$ cat src/rtl/usb_replay_pkg.sv
// usb_replay_pkg: shared types for the USB line-state replay controller.
package usb_replay_pkg;

  typedef enum logic [2:0] {
    IDLE,
    ATTACH,
    PLAY,
    PAUSE,
    DONE
  } replay_state_t;

  localparam logic [1:0] SE0 = 2'b00;

  typedef struct packed {
    logic last;
    logic dp;
    logic dn;
  } replay_entry_t;

endpackage

$ cat src/rtl/usb_replay_fifo.sv
// usb_replay_fifo: synchronous sample FIFO, FIFO_DEPTH entries (power of two),
// combinational read of the head entry, flushed by RSTB.
module usb_replay_fifo
  import usb_replay_pkg::*;
#(
  parameter int unsigned FIFO_DEPTH = 16
) (
  input  logic          clk_samp,
  input  logic          RSTB,
  input  logic          i_push,
  input  replay_entry_t i_wdata,
  input  logic          i_pop,
  output replay_entry_t o_rdata,
  output logic          o_full,
  output logic          o_empty
);

  localparam int unsigned AW = $clog2(FIFO_DEPTH);

  replay_entry_t r_mem [FIFO_DEPTH];
  logic [AW-1:0] r_wr_ptr;
  logic [AW-1:0] r_rd_ptr;
  logic [AW:0]   r_count;
  logic          w_do_push;
  logic          w_do_pop;

  assign o_empty   = (r_count == '0);
  assign o_full    = (r_count == (AW+1)'(FIFO_DEPTH));
  assign w_do_pop  = i_pop && !o_empty;
  // a pop frees the slot, so a full FIFO can still take a push in the same cycle
  assign w_do_push = i_push && (!o_full || w_do_pop);
  assign o_rdata   = r_mem[r_rd_ptr];

  // Sample storage; no reset needed since the pointers define validity.
  always_ff @(posedge clk_samp) begin
    if (w_do_push) r_mem[r_wr_ptr] <= i_wdata;
  end

  // Pointer and occupancy tracking; reset flushes the buffer.
  always_ff @(posedge clk_samp) begin
    if (RSTB) begin
      r_wr_ptr <= '0;
      r_rd_ptr <= '0;
      r_count  <= '0;
    end else begin
      if (w_do_push) r_wr_ptr <= r_wr_ptr + AW'(1);
      if (w_do_pop)  r_rd_ptr <= r_rd_ptr + AW'(1);
      case ({w_do_push, w_do_pop})
        2'b10:   r_count <= r_count + (AW+1)'(1);
        2'b01:   r_count <= r_count - (AW+1)'(1);
        default: r_count <= r_count;
      endcase
    end
  end

endmodule

$ cat src/rtl/usb_replay_ctrl.sv
// usb_replay_ctrl: replays buffered D+/D- line-state samples onto the USB pads
// once the DUT pull-up has been attached for ATTACH_CYC cycles, one sample per
// DIV cycles, yielding the bus whenever the DUT drives it.
// Optional macro USB_REPLAY_UNDERRUN_CNT_EN adds a saturating underrun_cnt_o.
module usb_replay_ctrl
  import usb_replay_pkg::*;
#(
  parameter int unsigned FIFO_DEPTH = 16,
  parameter int unsigned ATTACH_CYC = 1024,
  parameter int unsigned DIV        = 1
) (
  input  logic        clk_samp,
  input  logic        RSTB,
  input  logic        pu_i,
  input  logic [1:0]  dut_oeb_i,
  input  logic [7:0]  src_data_i,
  input  logic        src_valid_i,
  input  logic        src_last_i,
  output logic        src_ready_o,
  output logic        dp_o,
  output logic        dn_o,
  output logic        dp_oe_o,
  output logic        dn_oe_o,
  output logic        done_o,
  output logic [31:0] sample_cnt_o
`ifdef USB_REPLAY_UNDERRUN_CNT_EN
  ,
  output logic [15:0] underrun_cnt_o
`endif
);

  replay_state_t r_state;
  logic [31:0]   r_attach_cnt;
  logic [31:0]   r_div_cnt;
  logic [31:0]   r_sample_cnt;
  logic          r_last_seen;
  logic          r_dp;
  logic          r_dn;
  logic          r_done;
  logic          w_full;
  logic          w_empty;
  logic          w_push;
  logic          w_pop;
  logic          w_div_tc;
  logic          w_bus_free;
  logic          w_unused;
  replay_entry_t w_wdata;
  replay_entry_t w_rdata;
`ifdef USB_REPLAY_UNDERRUN_CNT_EN
  logic [15:0]   r_underrun_cnt;
  assign underrun_cnt_o = r_underrun_cnt;
`endif

  assign w_bus_free  = (dut_oeb_i == 2'b11);
  assign w_div_tc    = (r_div_cnt == DIV - 1);
  assign src_ready_o = !w_full && (r_state != DONE) && !r_last_seen;
  assign w_push      = src_valid_i && src_ready_o;
  assign w_wdata     = '{last: src_last_i, dp: src_data_i[1], dn: src_data_i[0]};
  assign w_pop       = (r_state == PLAY) && pu_i && w_bus_free && w_div_tc && !w_empty;
  assign w_unused    = ^src_data_i[7:2];

  assign dp_oe_o      = (r_state == PLAY) && dut_oeb_i[1];
  assign dn_oe_o      = (r_state == PLAY) && dut_oeb_i[0];
  assign dp_o         = r_dp;
  assign dn_o         = r_dn;
  assign done_o       = r_done;
  assign sample_cnt_o = r_sample_cnt;

  usb_replay_fifo #(
    .FIFO_DEPTH(FIFO_DEPTH)
  ) u_fifo (
    .clk_samp (clk_samp),
    .RSTB     (RSTB),
    .i_push   (w_push),
    .i_wdata  (w_wdata),
    .i_pop    (w_pop),
    .o_rdata  (w_rdata),
    .o_full   (w_full),
    .o_empty  (w_empty)
  );

  // Playback sequencer with registered line values, done flag and counters.
  always_ff @(posedge clk_samp) begin
    if (RSTB) begin
      r_state      <= IDLE;
      r_attach_cnt <= '0;
      r_div_cnt    <= '0;
      r_sample_cnt <= '0;
      r_last_seen  <= 1'b0;
      {r_dp, r_dn} <= SE0;
      r_done       <= 1'b0;
`ifdef USB_REPLAY_UNDERRUN_CNT_EN
      r_underrun_cnt <= '0;
`endif
    end else begin
      if (w_push && src_last_i) r_last_seen <= 1'b1;
      case (r_state)
        IDLE: begin
          if (pu_i) begin
            r_attach_cnt <= ATTACH_CYC - 1;
            r_state      <= ATTACH;
          end
        end
        ATTACH: begin
          if (!pu_i) begin
            r_state <= IDLE;
          end else if (r_attach_cnt == '0) begin
            r_state   <= PLAY;
            r_div_cnt <= '0;
          end else begin
            r_attach_cnt <= r_attach_cnt - 32'd1;
          end
        end
        PLAY: begin
          // pull-up loss outranks DUT drive, which outranks the sample pop
          if (!pu_i) begin
            r_state <= IDLE;
          end else if (!w_bus_free) begin
            r_state <= PAUSE;
          end else if (w_div_tc) begin
            r_div_cnt <= '0;
            if (w_pop) begin
              r_dp         <= w_rdata.dp;
              r_dn         <= w_rdata.dn;
              r_sample_cnt <= r_sample_cnt + 32'd1;
              if (w_rdata.last) begin
                r_state <= DONE;
                r_done  <= 1'b1;
              end
            end else begin
              {r_dp, r_dn} <= SE0;
`ifdef USB_REPLAY_UNDERRUN_CNT_EN
              if (r_underrun_cnt != '1) r_underrun_cnt <= r_underrun_cnt + 16'd1;
`endif
            end
          end else begin
            r_div_cnt <= r_div_cnt + 32'd1;
          end
        end
        PAUSE: begin
          if (w_bus_free) r_state <= PLAY;
        end
        DONE: begin
          r_state <= DONE;
        end
        default: r_state <= IDLE;
      endcase
    end
  end

endmodule

$ cat config.mk
export PLATFORM = sky130hd
export DESIGN_NAME = usb_replay_ctrl
export DESIGN_NICKNAME = d
export VERILOG_FILES = /design/src/rtl/usb_replay_pkg.sv /design/src/rtl/usb_replay_fifo.sv /design/src/rtl/usb_replay_ctrl.sv
export SDC_FILE = /design/constraint.sdc
export NUM_CORES = 1
export LEC_CHECK = 0
export ABC_AREA = 0
export CORE_ASPECT_RATIO = 2
export CORE_UTILIZATION = 35
export DETAILED_ROUTE_END_ITERATION = 12
export HOLD_SLACK_MARGIN = 0.06
export SLEW_MARGIN = 25
export SYNTH_ARGS = -nofsm -noshare
export SYNTH_HDL_FRONTEND = slang
export SYNTH_SLANG_ARGS = --single-unit
$ cat constraint.sdc
create_clock -name clk_samp -period 3.02 [get_ports clk_samp]
set_input_delay 0.604 -clock clk_samp [delete_from_list [all_inputs] [get_ports clk_samp]]
set_output_delay 0.604 -clock clk_samp [all_outputs]
set_load 0.05 [all_outputs]
# Yosys cells after proc, flatten, opt, wreduce, memory -nomap -nowiden
# Memories as Yosys holds them, arrays and structs flattened. A register that Yosys moved wholly into a read port is not among the register bits.
# Index checks and enable logic that the tools add are counted.
# word_totals
regBits	116
ramBits	48
output_inout_bits	38
elab_cells	95
mem_count	1
input_bits	15
# mem_list
name	words	word_bits	rd	rd_clocked_by_memory_dff	write_ports	line_no	text
u_fifo.r_mem	16	3	1	1	1	usb_replay_fifo.sv:20	replay_entry_t r_mem [FIFO_DEPTH];
# classes
muxes	27
add_sub_neg	7
n_eq_ne	20
n_reduce_logical	29
# ops
operator	count
$mux W32	8
$pmux W32 S2	2
$add A32 B1 Y32 const B	2
$logic_not A32 Y1	2
$sub A32 B1 Y32 const B	1
$mux W3	9
$pmux W3 S5	1
$ne A2 B2 Y1 const B	7
$logic_and A1 B1 Y1	12
$reduce_and A6 Y1	2
$pmux W5 S2	1
$reduce_and A5 Y1	2
$add A4 B1 Y4 const B	2
$mux W4	2
$ne A4 B3 Y1 const B	2
$reduce_and A4 Y1	2
$eq A3 B2 Y1 const B	2
$ne A3 B3 Y1 const B	2
$reduce_bool A2 Y1	3
$add A5 B1 Y5 const B	1
$eq A5 B5 Y1 const B	1
$logic_not A5 Y1	1
$sub A5 B1 Y5 const B	1
$eq A2 B2 Y1 const B	2
8 further kinds	13

# Depth between registers and ports, before layout
# depth
ltp_word	10
ltp_mapped	15
ltp_nobuf	14

# Hierarchy
# Synthesis repeated with hierarchy kept, for this count alone.
# unflattened
hier_cells	863
area_unflattened_um2	8309.2
# modules_own_cells
mod	seq_area_each_um2	area_per_inst_um2	instances	cells_per_inst
usb_replay_ctrl	2062.0	5459.0	1	666
usb_replay_fifo	1781.7	2850.2	1	197

# Worst setup path after synthesis
# OpenSTA, ideal clock, no wires.
# synth_timing
path_type	reg-to-reg
start	reg r_state[1]
end	reg u_fifo.r_count[4]
setup_time_ns	0.128
setup_slack_ns	-0.919
t_required_ns	2.892
path_buffers	2
synth_period_minus_slack_ns	3.939
stages_incl_launch_ff	15
arrival_time_ns	3.812
path_cell_list	dfxtp_1 clkbuf_1 nor2_1 a221oi_1 and2_1 clkbuf_1 inv_1 ha_1 ha_1 nor2b_1 o21ai_0 a21oi_1 nor3_1 xnor2_1 nor2_1
# synth_between
elab_cells_between_ends	16
classes_between	eq/ne: 4; mux: 1; reduce/logical: 11
# synth_lines
element	line_no	text
start: declaration	usb_replay_ctrl.sv:32	replay_state_t r_state;
start signal: assignment	usb_replay_ctrl.sv:85	r_state <= IDLE;
start signal: assignment	usb_replay_ctrl.sv:101	r_state <= ATTACH;
start signal: assignment	usb_replay_ctrl.sv:106	r_state <= IDLE;
$ne A3 B3 Y1 *	usb_replay_ctrl.sv:56	assign src_ready_o = !w_full && (r_state != DONE) && !r_last_seen;
$logic_and A1 B1 Y1 * (2 in a row)	usb_replay_ctrl.sv:56	
net src_ready_o	usb_replay_ctrl.sv:19	output logic src_ready_o,
$logic_and A1 B1 Y1 *	usb_replay_ctrl.sv:57	assign w_push = src_valid_i && src_ready_o;
$logic_and A1 B1 Y1 *	usb_replay_fifo.sv:31	assign w_do_push = i_push && (!o_full || w_do_pop);
$eq A2 B1 Y1 or $eq A2 B2 Y1 (tied branches)	usb_replay_fifo.sv:48	case ({w_do_push, w_do_pop})
$pmux W5 S2 or $reduce_bool A2 Y1 (tied branches)	-	
end signal: assignment	usb_replay_fifo.sv:49	2'b10: r_count <= r_count + (AW+1)'(1);
end signal: assignment	usb_replay_fifo.sv:50	2'b01: r_count <= r_count - (AW+1)'(1);
end signal: assignment	usb_replay_fifo.sv:51	default: r_count <= r_count;
end: declaration	usb_replay_fifo.sv:23	logic [AW:0] r_count;
# Mark *: on every way through the listed nets, which the timed path passes. The rest lies on a longest branch.
# A chain may end at the register's enable or synchronous reset.

# Final worst setup path
# layout_timing
start	reg u_fifo.r_count[0]
end	out src_ready_o
# layout_between
elab_chain_cells	4
# layout_rtl
element	line_no	text
$eq A5 B5 Y1	usb_replay_fifo.sv:28	assign o_full = (r_count == (AW+1)'(FIFO_DEPTH));
$logic_not A1 Y1	usb_replay_ctrl.sv:56	
$logic_and A1 B1 Y1 (2 in a row)	usb_replay_ctrl.sv:56	
end: declaration	usb_replay_ctrl.sv:19	
# Every way passes these cells.

==> impl_metrics.json <==
{
  "status": "complete, no violations",
  "topRoutingLayerUsed": "met4",
  "hold_class": "flop to flop",
  "hpwl_um": 14800,
  "min_period_over_period_pct": 95.2,
  "cts_tree": "yes",
  "slowest_delay_ps": 860,
  "crit_buf_inv": 2,
  "design.die.area_sq_um": 23800,
  "core_sq_um": 22700,
  "required_ps": 2420,
  "avgViaCountPerCell": 5.31,
  "slew_violations": 0,
  "arrival_ps": 2270,
  "numClockSinks": 168,
  "ant_nets": 0,
  "yosys-top-cells-area": "dfxtp_1 30%, edfxtp_1 18%, nor2_1 5.5%, xor2_1 4.0%, mux4_2 3.6%",
  "synth_edf_count": 48,
  "path_max_fanout": 5,
  "period_needed_ps": 2880,
  "drc": 0,
  "grt_pass1_vias": 6487,
  "yosysSeqAreaShare_pct": 47.4,
  "cp_cell_sequence": "nor4_1, buf_4, a221oi_4, clkdlybuf4s50_1",
  "slowest_stage": "clkdlybuf4s50_1",
  "clk_latency_ps": 440,
  "critPathTopFamily": "buffers and inverters",
  "synth_ff_type": "dfxtp_1",
  "grt_max_degree": 66,
  "netlist_area_sq_um": 8110,
  "clk_pin_slew_worst_paths_ps": 70,
  "vias": 6475,
  "drive_above_1_share_pct": 15.9,
  "met1_length_um": 7650,
  "cts_hold_buf": 0,
  "grt_pass1_wl_um": 32700,
  "end_kind": "output pin",
  "vdd_drop_max_mv": 0.432,
  "ys_seq_elements": 168,
  "met2_length_um": 11300,
  "first_iter_violations": 258,
  "whs_ps": 482,
  "syn_to_final_growth_pct": 22.1,
  "fmax_ghz": 0.348,
  "diodes": 0,
  "antenna_found_initial": 0,
  "cap_violations": 0,
  "slew_headroom_pct": 52.5,
  "setup_viol": 0,
  "fill_cells": 2207,
  "io-pin-count": 53,
  "syn_avg_cell_area_sq_um": 9.72,
  "synthMostInstantiatedCell": "dfxtp_1",
  "syn_nets": 864,
  "synth_top_area_share_pct": 29.6,
  "final_util_pct": 43.6,
  "h-tree-depth": 4,
  "clockBufferDepth": 2,
  "synth_warnings": 0,
  "die_x_um": 110,
  "yosysUniqueCellTypes": 67,
  "rsz0062_at_grt": "no",
  "grt-ovfl-total": 0,
  "crit_path_start_kind": "flop",
  "nets": 956,
  "track_usage_pct": 18.2,
  "skew_ps": 8.90,
  "rows": 78,
  "power_density_nw_per_um2": 497,
  "yosysTopAreaCell": "dfxtp_1",
  "die_y_um": 217,
  "tightest_slew_ps": 713,
  "finalWeightedCongestion": 0.823,
  "hold_viol_final": 0,
  "total_power_uw": 4920,
  "wl_um": 20200,
  "wl_per_cell_um": 16.5,
  "synthTopCellsByCount": "120 x dfxtp_1, 118 x nor2_1, 53 x nand2_1",
  "netlist_instances": 835,
  "cts-root-buf": "clkbuf_16",
  "p_leak_uw": 0.00339,
  "critPathKind": "flop to output pin",
  "async_reset_ff_share_pct": 0,
  "drt-pass1-iter-count": 5,
  "initial_core_util_pct": 35.7,
  "numCtsBuffers": 17,
  "wl_met3_um": 495,
  "port-buffer-count": 46
}
## final cells by class
cell class	instances	area [sq um]	area share, %
clock buffers	19	443	4.47
well taps	280	350	3.54
repair buffers	123	1030	10.4
flip-flops and latches	168	3840	38.8
multi-input cells	596	4040	40.7
clock inverters	13	125	1.26
inverters	21	78.8	0.796
## where the power goes
part           switching [uW]  total [uW]  internal [uW]  leakage, uW
Sequential               40.3        2400           2350      0.00140
Combinational             225         377            153      0.00172
Clock                     919        2150           1230     0.000270
## final timing paths
kind | startpoint | endpoint | slack, ps | depth (start not counted)
hold reg to reg | r_div_cnt[1] | r_div_cnt[1] | 480 | 2
hold / removal | r_div_cnt[1] | r_div_cnt[1] | 480 | 2
setup / recovery | u_fifo.r_count[0] | src_ready_o | 140 | 4
setup reg to reg | r_div_cnt[20] | u_fifo.r_count[4] | 230 | 14
## worst register-to-register path, stage by stage (launching register included)
cell     delay [ps]
dfxtp_1         330
nor4_4          300
buf_4           160
nand4_1         110
buf_4           180
nor4_4          230
ha_2            230
inv_1            60
fa_2            330
nor2b_1         150
o21ai_1          90
and3_1          190
nor3_2          120
xnor2_1         130
nor2_1           50
## stage by stage
step | cells | worst slack [ps] | area [sq um] | setup TNS (ps)
after floorplan | 835 | 76.3 | 8140 | 0
after global placement | 1187 | -192 | 9300 | -192
after detailed placement | 1187 | -212 | 9300 | -212
after CTS | 1219 | 27.7 | 9890 | 0
after global routing | 1220 | 8.26 | 9900 | 0
final | 1220 | 144 | 9900 | 0
## cell families (layout without fill, tap and decap cells)
| kind of cell | count (synthesis) | after routing | share of synthesized area (%) |
|---|---|---|---|
| simple gates | 373 | 373 | 24.8 |
| flops | 168 | 168 | 47.4 |
| compound gates | 123 | 123 | 10.4 |
| buf+inv | 71 | 176 | 3.56 |
| xor+xnor | 68 | 68 | 7.34 |
| mux | 18 | 18 | 4.23 |
| fa+ha+maj | 14 | 14 | 2.25 |
## flip-flops by register name, indices dropped and copies added (netlist names), named ones only
signal,cells
r_attach_cnt,32
u_fifo.r_rd_ptr,4
u_fifo.r_mem,48
r_state,3
done_o,1
r_last_seen,1
sample_cnt_o,32
dn_o,1
u_fifo.r_wr_ptr,4
u_fifo.r_count,5
dp_o,1
r_div_cnt,32
## what timing repair did
action	CTS	global route
buffers inserted	0	1
pin swaps	3	3
gates resized for setup	3	3
endpoints found under the setup margin	1	2
## per-layer routing
layer	vias up	GRT usage (%)
li1	3228	-
met1	3096	18.3
met2	107	33.8
met3	44	3.41
met4	0	10.6
met5	-	0
## cells in the final DEF, fill, tap and decap left out, types with 12 or more instances in the layout
cell type        instances
inv_1                   21
nor3_1                  27
mux4_2                  13
nor2_1                 118
edfxtp_1                48
a211oi_1                12
dfxtp_1                120
clkdlybuf4s50_1         43
o21ai_0                 24
nand4_1                 27
clkbuf_16               17
nand2_1                 53
a21oi_1                 39
or3_1                   13
xnor2_1                 31
buf_4                   79
nand3_1                 42
ha_1                    12
nor4_1                  20
xor2_1                  37
(Power assumes the default switching activity.)
